**src/rtl/mem_access.sv**
```systemverilog
// mem_access: memory-access pipeline stage behind the execute stage.
//
// Load and store requests are carried out one byte per cycle over a byte-wide
// RAM port, least significant byte first (little-endian). Load results are
// sign- or zero-extended. Non-memory requests pass their register write-back
// fields straight through. While a multi-cycle access is in flight, stall_req
// tells the upstream stage to hold the EX/MEM register.
//
// Ports:
//   clk, rst            clock; synchronous active-high reset
//   in_valid            EX/MEM request valid
//   in_modify_flag      write-back enable
//   in_modify_address   destination register index
//   in_modify_data      result for non-load ops
//   in_load, in_save    request is a load / store (load wins if both are set)
//   in_sl_address       byte address of the access
//   in_sl_data          store data
//   in_sl_length        access size code: bit 2 -> 4 bytes, bit 1 -> 2, else 1
//   in_sl_signed        sign-extend the load result
//   stall_req           upstream must hold the EX/MEM register
//   out_valid           single-cycle pulse: write-back fields are valid
//   modify_flag, modify_address, modify_data   write-back fields
//   mem_a, mem_dout, mem_wr                    RAM byte address, write byte, write strobe
//   mem_din             RAM read byte, one cycle after mem_a
module mem_access #(
   parameter int unsigned ADDR_W = 32
) (
   input  logic              clk,
   input  logic              rst,
   input  logic              in_valid,
   input  logic              in_modify_flag,
   input  logic [31:0]       in_modify_address,
   input  logic [31:0]       in_modify_data,
   input  logic              in_load,
   input  logic              in_save,
   input  logic [ADDR_W-1:0] in_sl_address,
   input  logic [31:0]       in_sl_data,
   input  logic [2:0]        in_sl_length,
   input  logic              in_sl_signed,
   output logic              stall_req,
   output logic              out_valid,
   output logic              modify_flag,
   output logic [31:0]       modify_address,
   output logic [31:0]       modify_data,
   output logic [ADDR_W-1:0] mem_a,
   output logic [7:0]        mem_dout,
   output logic              mem_wr,
   input  logic [7:0]        mem_din
);

   typedef enum logic [1:0] {StIdle, StLoad, StStore} state_e;

   state_e            state;
   logic [2:0]        idx;      // byte counter within the current access
   logic [2:0]        n_q;      // access length in bytes: 1, 2 or 4
   logic [ADDR_W-1:0] addr_q;
   logic [31:0]       data_q;
   logic              sgn_q;
   logic              mf_q;
   logic [31:0]       maddr_q;
   logic [31:0]       mdata_q;
   logic [31:0]       word_q;   // load bytes assembled so far

   logic              req_mem;
   logic [ADDR_W-1:0] addr_idx;
   logic [1:0]        byte_sel;
   logic [31:0]       load_word;
   logic [31:0]       load_ext;
   logic [7:0]        store_byte;

   // Size decode; illegal codes fall through the same priority rule.
   function automatic logic [2:0] len_to_n(input logic [2:0] len);
      if (len[2]) begin
         return 3'd4;
      end
      if (len[1]) begin
         return 3'd2;
      end
      return 3'd1;
   endfunction

   assign req_mem    = in_load | in_save;
   assign addr_idx   = addr_q + ADDR_W'(idx);
   assign store_byte = data_q[{idx[1:0], 3'b000} +: 8];

   // mem_din answers the address presented one cycle earlier, so in the cycle
   // with counter value idx it holds byte idx-1. Merging it here lets the final
   // byte go straight into the result without an extra cycle.
   always_comb begin
      load_word = word_q;
      byte_sel  = 2'(idx - 3'd1);
      if (idx != 3'd0) begin
         load_word[{byte_sel, 3'b000} +: 8] = mem_din;
      end
   end

   // Extension only applies to sub-word loads; full words ignore the signed flag.
   always_comb begin
      case (n_q)
         3'd1:    load_ext = {{24{sgn_q & load_word[7]}}, load_word[7:0]};
         3'd2:    load_ext = {{16{sgn_q & load_word[15]}}, load_word[15:0]};
         default: load_ext = load_word;
      endcase
   end

   // RAM strobes and stall request. Everything is forced low during reset so
   // an aborted store cannot write in the reset cycle.
   always_comb begin
      stall_req = 1'b0;
      mem_a     = '0;
      mem_dout  = 8'h00;
      mem_wr    = 1'b0;
      if (!rst) begin
         case (state)
            StIdle: begin
               stall_req = in_valid & req_mem;
            end
            StLoad: begin
               // The last load cycle only collects the trailing byte; stall
               // drops there so upstream advances as the FSM returns to idle.
               if (idx < n_q) begin
                  mem_a     = addr_idx;
                  stall_req = 1'b1;
               end
            end
            StStore: begin
               mem_a     = addr_idx;
               mem_dout  = store_byte;
               mem_wr    = 1'b1;
               stall_req = (idx != 3'(n_q - 3'd1));
            end
            default: begin
               stall_req = 1'b0;
            end
         endcase
      end
   end

   always_ff @(posedge clk) begin
      if (rst) begin
         state          <= StIdle;
         idx            <= 3'd0;
         n_q            <= 3'd1;
         addr_q         <= '0;
         data_q         <= 32'h0;
         sgn_q          <= 1'b0;
         mf_q           <= 1'b0;
         maddr_q        <= 32'h0;
         mdata_q        <= 32'h0;
         word_q         <= 32'h0;
         out_valid      <= 1'b0;
         modify_flag    <= 1'b0;
         modify_address <= 32'h0;
         modify_data    <= 32'h0;
      end else begin
         out_valid <= 1'b0;
         case (state)
            StIdle: begin
               if (in_valid) begin
                  if (req_mem) begin
                     addr_q  <= in_sl_address;
                     data_q  <= in_sl_data;
                     n_q     <= len_to_n(in_sl_length);
                     sgn_q   <= in_sl_signed;
                     mf_q    <= in_modify_flag;
                     maddr_q <= in_modify_address;
                     mdata_q <= in_modify_data;
                     word_q  <= 32'h0;
                     idx     <= 3'd0;
                     state   <= in_load ? StLoad : StStore;
                  end else begin
                     out_valid      <= 1'b1;
                     modify_flag    <= in_modify_flag;
                     modify_address <= in_modify_address;
                     modify_data    <= in_modify_data;
                  end
               end
            end
            StLoad: begin
               word_q <= load_word;
               if (idx == n_q) begin
                  state          <= StIdle;
                  idx            <= 3'd0;
                  out_valid      <= 1'b1;
                  modify_flag    <= mf_q;
                  modify_address <= maddr_q;
                  modify_data    <= load_ext;
               end else begin
                  idx <= idx + 3'd1;
               end
            end
            StStore: begin
               if (idx == 3'(n_q - 3'd1)) begin
                  state          <= StIdle;
                  idx            <= 3'd0;
                  out_valid      <= 1'b1;
                  modify_flag    <= mf_q;
                  modify_address <= maddr_q;
                  modify_data    <= mdata_q;
               end else begin
                  idx <= idx + 3'd1;
               end
            end
            default: begin
               state <= StIdle;
               idx   <= 3'd0;
            end
         endcase
      end
   end

endmodule
```
**config.mk**
```make
export PLATFORM = sky130hd
export DESIGN_NAME = mem_access
export DESIGN_NICKNAME = d
export VERILOG_FILES = /design/src/rtl/mem_access.sv
export SDC_FILE = /design/constraint.sdc
export NUM_CORES = 1
export LEC_CHECK = 0
export BUFFER_PORTS_ARGS = -buffer_cell sky130_fd_sc_hd__buf_4
export CAP_MARGIN = 40
export CORE_MARGIN = 5
export CORE_UTILIZATION = 51
export CTS_BUF_LIST = sky130_fd_sc_hd__clkbuf_4
export CTS_CLUSTER_SIZE = 24
export DETAILED_ROUTE_END_ITERATION = 8
export PLACE_DENSITY = 0.79
export SETUP_SLACK_MARGIN = 0.05
export SKIP_CTS_REPAIR_TIMING = 1
export SYNTH_ARGS = -nofsm -noshare
export SYNTH_HDL_FRONTEND = slang
export SYNTH_SLANG_ARGS = --single-unit
```
**constraint.sdc**
```tcl
create_clock -name clk -period 2.8 [get_ports clk]
set_input_delay 0.42 -clock clk [delete_from_list [all_inputs] [get_ports clk]]
set_output_delay 0.42 -clock clk [all_outputs]
set_load 0.03 [all_outputs]
```
### Word level (Yosys, flattened, before mapping)

Index checks and enable logic that the tools add are counted.
Widths: inputs -> output; s select.

* multiplexer cells: 62
* add/sub/neg operators: 5
* reduce and logical (&&, ||, !) cells: 9
* bitwise operators: 4
* eq/ne operators: 12
* shift operators: 3
* magnitude comparators: 1

Operators with widths (count)
* $mux 32: 13
* $pmux 32 s2: 3
* $pmux 32 s3: 2
* $add 32x3->32: 1
* $bwmux 32: 1
* $shift 8x7->32 const A: 1
* $shiftx 32x6->8: 1
* $shiftx 8x7->32: 1
* $mux 3: 8
* $mux 1: 23
* $mux 8: 2
* $mux 2: 5
* $ne 2x2->1 const B: 5
* $pmux 1 s3: 3
* $pmux 3 s3: 1
* $neg 5->7: 1
* $eq 3x3->1: 2
* $pmux 2 s3: 1
* $reduce_and 3->1: 2
* $reduce_bool 3->1: 2
* $reduce_and 5->1: 1
* $reduce_and 4->1: 1
* $add 3x1->3 const B: 1
* $and 1x1->1: 3
* 12 further kinds: 12

* word-level logic and storage cells: 110
* register bits after elaboration: 236

### Logic depth before layout (Yosys ltp)

* word-level depth: 12
* mapped depth: 11

### Worst setup path before layout

OpenSTA, ideal clock, no wires.

* path type: flip-flop to output port
* start point: reg idx[1]
* end point: out mem_a[22]
* arrival time: 2.970 ns
* required time: 2.380 ns
* path slack: -0.590 ns
* stages on the path, launching flop included: 10
* path buffers: 1
* path through: dfxtp_1 > clkbuf_1 > inv_1 > fa_1 > nor2b_1 > o21ai_0 > nor4_1 > nand4_1 > xor2_1 > nor2_1

* longest elaborated chain between the ends: 4
* elaborated cells on any way between the ends: 5

RTL lines
* start, declared: RTL line 54 `logic [2:0] idx;`
* start signal, assigned: RTL line 189 `idx <= idx + 3'd1;`
* start signal, assigned: RTL line 201 `idx <= idx + 3'd1;`
* $add 32x3->32 or $lt 3x3->1 (tied branches): RTL line 83, 121
* $mux 32: RTL line 121 `if (idx < n_q) begin`
* $pmux 32 s2 *: RTL line 114 `case (state)`
* $mux 32 *: RTL line 113 `if (!rst) begin`
* end, declared: RTL line 45 `output logic [ADDR_W-1:0] mem_a,`

Every way passes the cells marked *; elsewhere a longest branch is shown, timed or not.

### Worst setup path after layout

* start point: reg idx[0]
* end point: out mem_a[22]

The elaborated chain is that of the path after synthesis.

==> results.py <==
metrics = {
    "sta": {
        "setup_viol": 32,
        "slew_violations": 0,
        "layout_min_cycle_time_ps": 3310,
        "fmax_ghz": 0.302,
        "clock_skew_ps": 46.2,
        "period_share": 1.18,
        "setup_tns_ps": -10380,
        "setup_slack_ps": -514,
        "tightest_slew_ps": 788,
        "slew-limit-headroom": 0.471,
        "final-hold-violation-count": 0,
        "whs_ps": 11.0,
        "rsz0062_at_grt": "true",
    },
    "final_layout": {
        "multi_input_area_sq_um": 6240,
        "post-route-util": 0.730,
        "fillers": 1563,
        "final_area_sq_um": 15800,
        "final_cells": 2069,
        "drive_above_1_share": 0.287,
        "nets": 1914,
        "register_area_sq_um": 4740,
        "syn_to_final_growth_pct": 42.1,
    },
    "global_routing": {
        "grt_start_max_net_pins": 136,
        "track_usage": 0.251,
        "grt-ovfl-total": 0,
        "antenna_found_initial": 4,
        "grt_pass1_vias": 10458,
        "grt_pass1_wl_um": 51500,
    },
    "setup_path": {
        "cp-start-kind": "register",
        "critPathKind": "register to output pin",
        "arrival_ps": 2890,
        "crit-reg2reg-launch": "idx[0]",
        "reg2reg_slack_ps": 160,
        "reg2reg_depth": 10,
        "required_ps": 2380,
        "regToRegEndpoint": "modify_data[16]",
        "critPathCaptureType": "output pin",
        "crit_path_max_fanout": 5,
    },
    "logic_synthesis": {
        "ys_ff_latch": 236,
        "synth_nets": 1537,
        "ys_seq_area_frac": 0.425,
        "syn_inst": 1372,
        "synthArstFlopShare": 0,
        "ys_warn_count": 0,
        "avgSynthCellArea_sq_um": 8.10,
        "synth-main-ff-cell": "dfxtp_1",
        "ys_types": 65,
        "synth_edf_count": 0,
        "synth_area_sq_um": 11100,
    },
    "clocking": {
        "cts_max_path_buffers": 3,
        "clk_latency_ps": 700,
        "htree_levels": 2,
        "numCtsBuffers": 61,
        "path_clk_slew_ps": 60,
        "clkSinkCount": 236,
        "cts_tree": "built",
        "cts_root_buffer": "clkbuf_4",
    },
    "die": {
        "dieWidth_um": 158,
        "die_y_um": 158,
        "ioPinCount": 254,
        "start_util": 0.514,
        "row_count": 54,
        "die-area_sq_um": 24800,
        "core_area_sq_um": 21600,
    },
    "detailed_routing": {
        "wirelength_um": 37300,
        "vias": 11756,
        "drt_first_iter_violations": 1053,
        "drc_errors": 0,
        "final_antenna_net_count": 0,
        "avgRoutedWirePerCell_um": 18.0,
        "first_pass_iters": 5,
        "drt-vias-per-instance": 5.68,
    },
    "pwr": {
        "p_leak_nw": 6.26,
        "powerDensity_nw_per_um2": 662,
        "finalPower_mw": 10.5,
        "vdd_drop_max_mv": 0.414,
    },
    "placed_design": {
        "finalWeightedCongestion": 0.906,
        "hpwl_um": 22200,
        "post-place-ws_ps": -69.4,
        "dp_cells": 1843,
        "post_dp_cell_area_sq_um": 13400,
        "port_buffers": 252,
    },
    "hold_path": {
        "hp-start": "in_modify_address[6]",
        "min_delay_worst_endpoint": "maddr_q[6]",
        "whs_path_depth": 3,
        "hold_class": "input pin to register",
    },
    "run": {
        "max_cap_viol_count": 0,
    },
    "status": {
        "status": "complete, but fails checks",
        "violations": "setup timing",
    },
}
[how the worst max path moves through the flow]
stage | start | endpoint | slack [ps]
2_1_floorplan | idx[1] | mem_a[22] | 90
3_3_place_gp | idx[0] | modify_data[17] | 70
3_5_place_dp | idx[0] | modify_data[16] | -70
4_1_cts | addr_q[0] | mem_a[22] | -620
5_1_grt | idx[0] | mem_a[22] | -690
6_report | idx[0] | mem_a[22] | -510
[layout by cell type, fill, tap and decap left out, types with 9 or more instances in the layout]
master | synthesis | layout
nand2_1 | 331 | 330
buf_4 | 5 | 284
dfxtp_1 | 236 | 228
a21oi_1 | 171 | 169
nor2_1 | 133 | 115
dlygate4sd3_1 | 0 | 103
clkbuf_4 | 0 | 91
mux2i_1 | 42 | 42
a211oi_1 | 35 | 34
nor3_1 | 26 | 24
a22oi_1 | 23 | 23
nor2b_1 | 23 | 20
buf_6 | 5 | 20
a221o_1 | 16 | 16
nand4_1 | 14 | 14
nor4_1 | 15 | 14
inv_1 | 17 | 13
o21ai_0 | 14 | 12
ha_1 | 18 | 12
nor2_2 | 0 | 10
nand3b_1 | 10 | 10
a221oi_2 | 10 | 10
xor2_2 | 0 | 9
clkinv_1 | 1 | 9
[synth_stat cells, types with 16 or more instances]
master	n	area, sq um
a22oi_1	23	173
a211oi_1	35	263
inv_1	17	63.8
a221o_1	16	160
dfxtp_1	236	4720
xor2_1	16	140
a21oi_1	171	856
clkbuf_1	78	293
nor3_1	26	130
nor2_1	133	499
mux2i_1	42	420
ha_1	18	225
nand2_1	331	1240
nor2b_1	23	144
[cells by family (layout without fill, tap and decap cells)]
| group | count (synthesis) | in the layout | synth area share |
|---|---|---|---|
| other cells | 0 | 3 | 0 |
| xor+xnor | 29 | 29 | 0.0242 |
| simple gates | 608 | 608 | 0.245 |
| compound gates | 307 | 307 | 0.181 |
| buf+inv | 123 | 537 | 0.0476 |
| flops | 236 | 236 | 0.425 |
| fa+ha+maj | 19 | 19 | 0.0221 |
| mux | 50 | 50 | 0.0541 |
[where the power goes]
group,switching [mW],internal (mW),total (mW)
Clock,1.37,1.46,2.83
Combinational,2.18,1.36,3.54
Sequential,0.290,3.80,4.09
Total,3.84,6.61,10.5
[critical path: stages, from the launching register on]
cell and delay [ps]:
dfxtp_4 380, ha_4 140, inv_2 30, fa_2 380
nor2b_4 160, o21ai_4 80, nor4_2 260, buf_4 190
nand4_1 170, xor2_2 230, nor2_4 90, buf_6 130
[final cells by class]
class / instances / share of cell area
Antenna cell: 3 / 0.000476
Clock buffer: 91 / 0.0433
Clock inverter: 9 / 0.00214
Inverter: 18 / 0.00468
Multi-Input combinational cell: 1013 / 0.395
Sequential cell: 236 / 0.301
Tap cell: 280 / 0.0222
Timing Repair Buffer: 419 / 0.231
[flip-flops by register name (all words and copies together) (netlist names)]
name / count
modify_data: 32
maddr_q: 32
modify_address: 32
out_valid: 1
n_q: 3
mdata_q: 32
word_q: 32
mf_q: 1
state: 2
sgn_q: 1
addr_q: 32
idx: 3
data_q: 32
modify_flag: 1
[routing by layer]
metal,global-route usage,share of wire,vias to the layer above
met5,0,0.00035,-
met4,0.0946,0.030,2
met3,0.0752,0.088,92
met2,0.398,0.49,556
met1,0.325,0.39,5563
li1,-,-,5543
No activity file was read; power rests on OpenSTA's default activity.
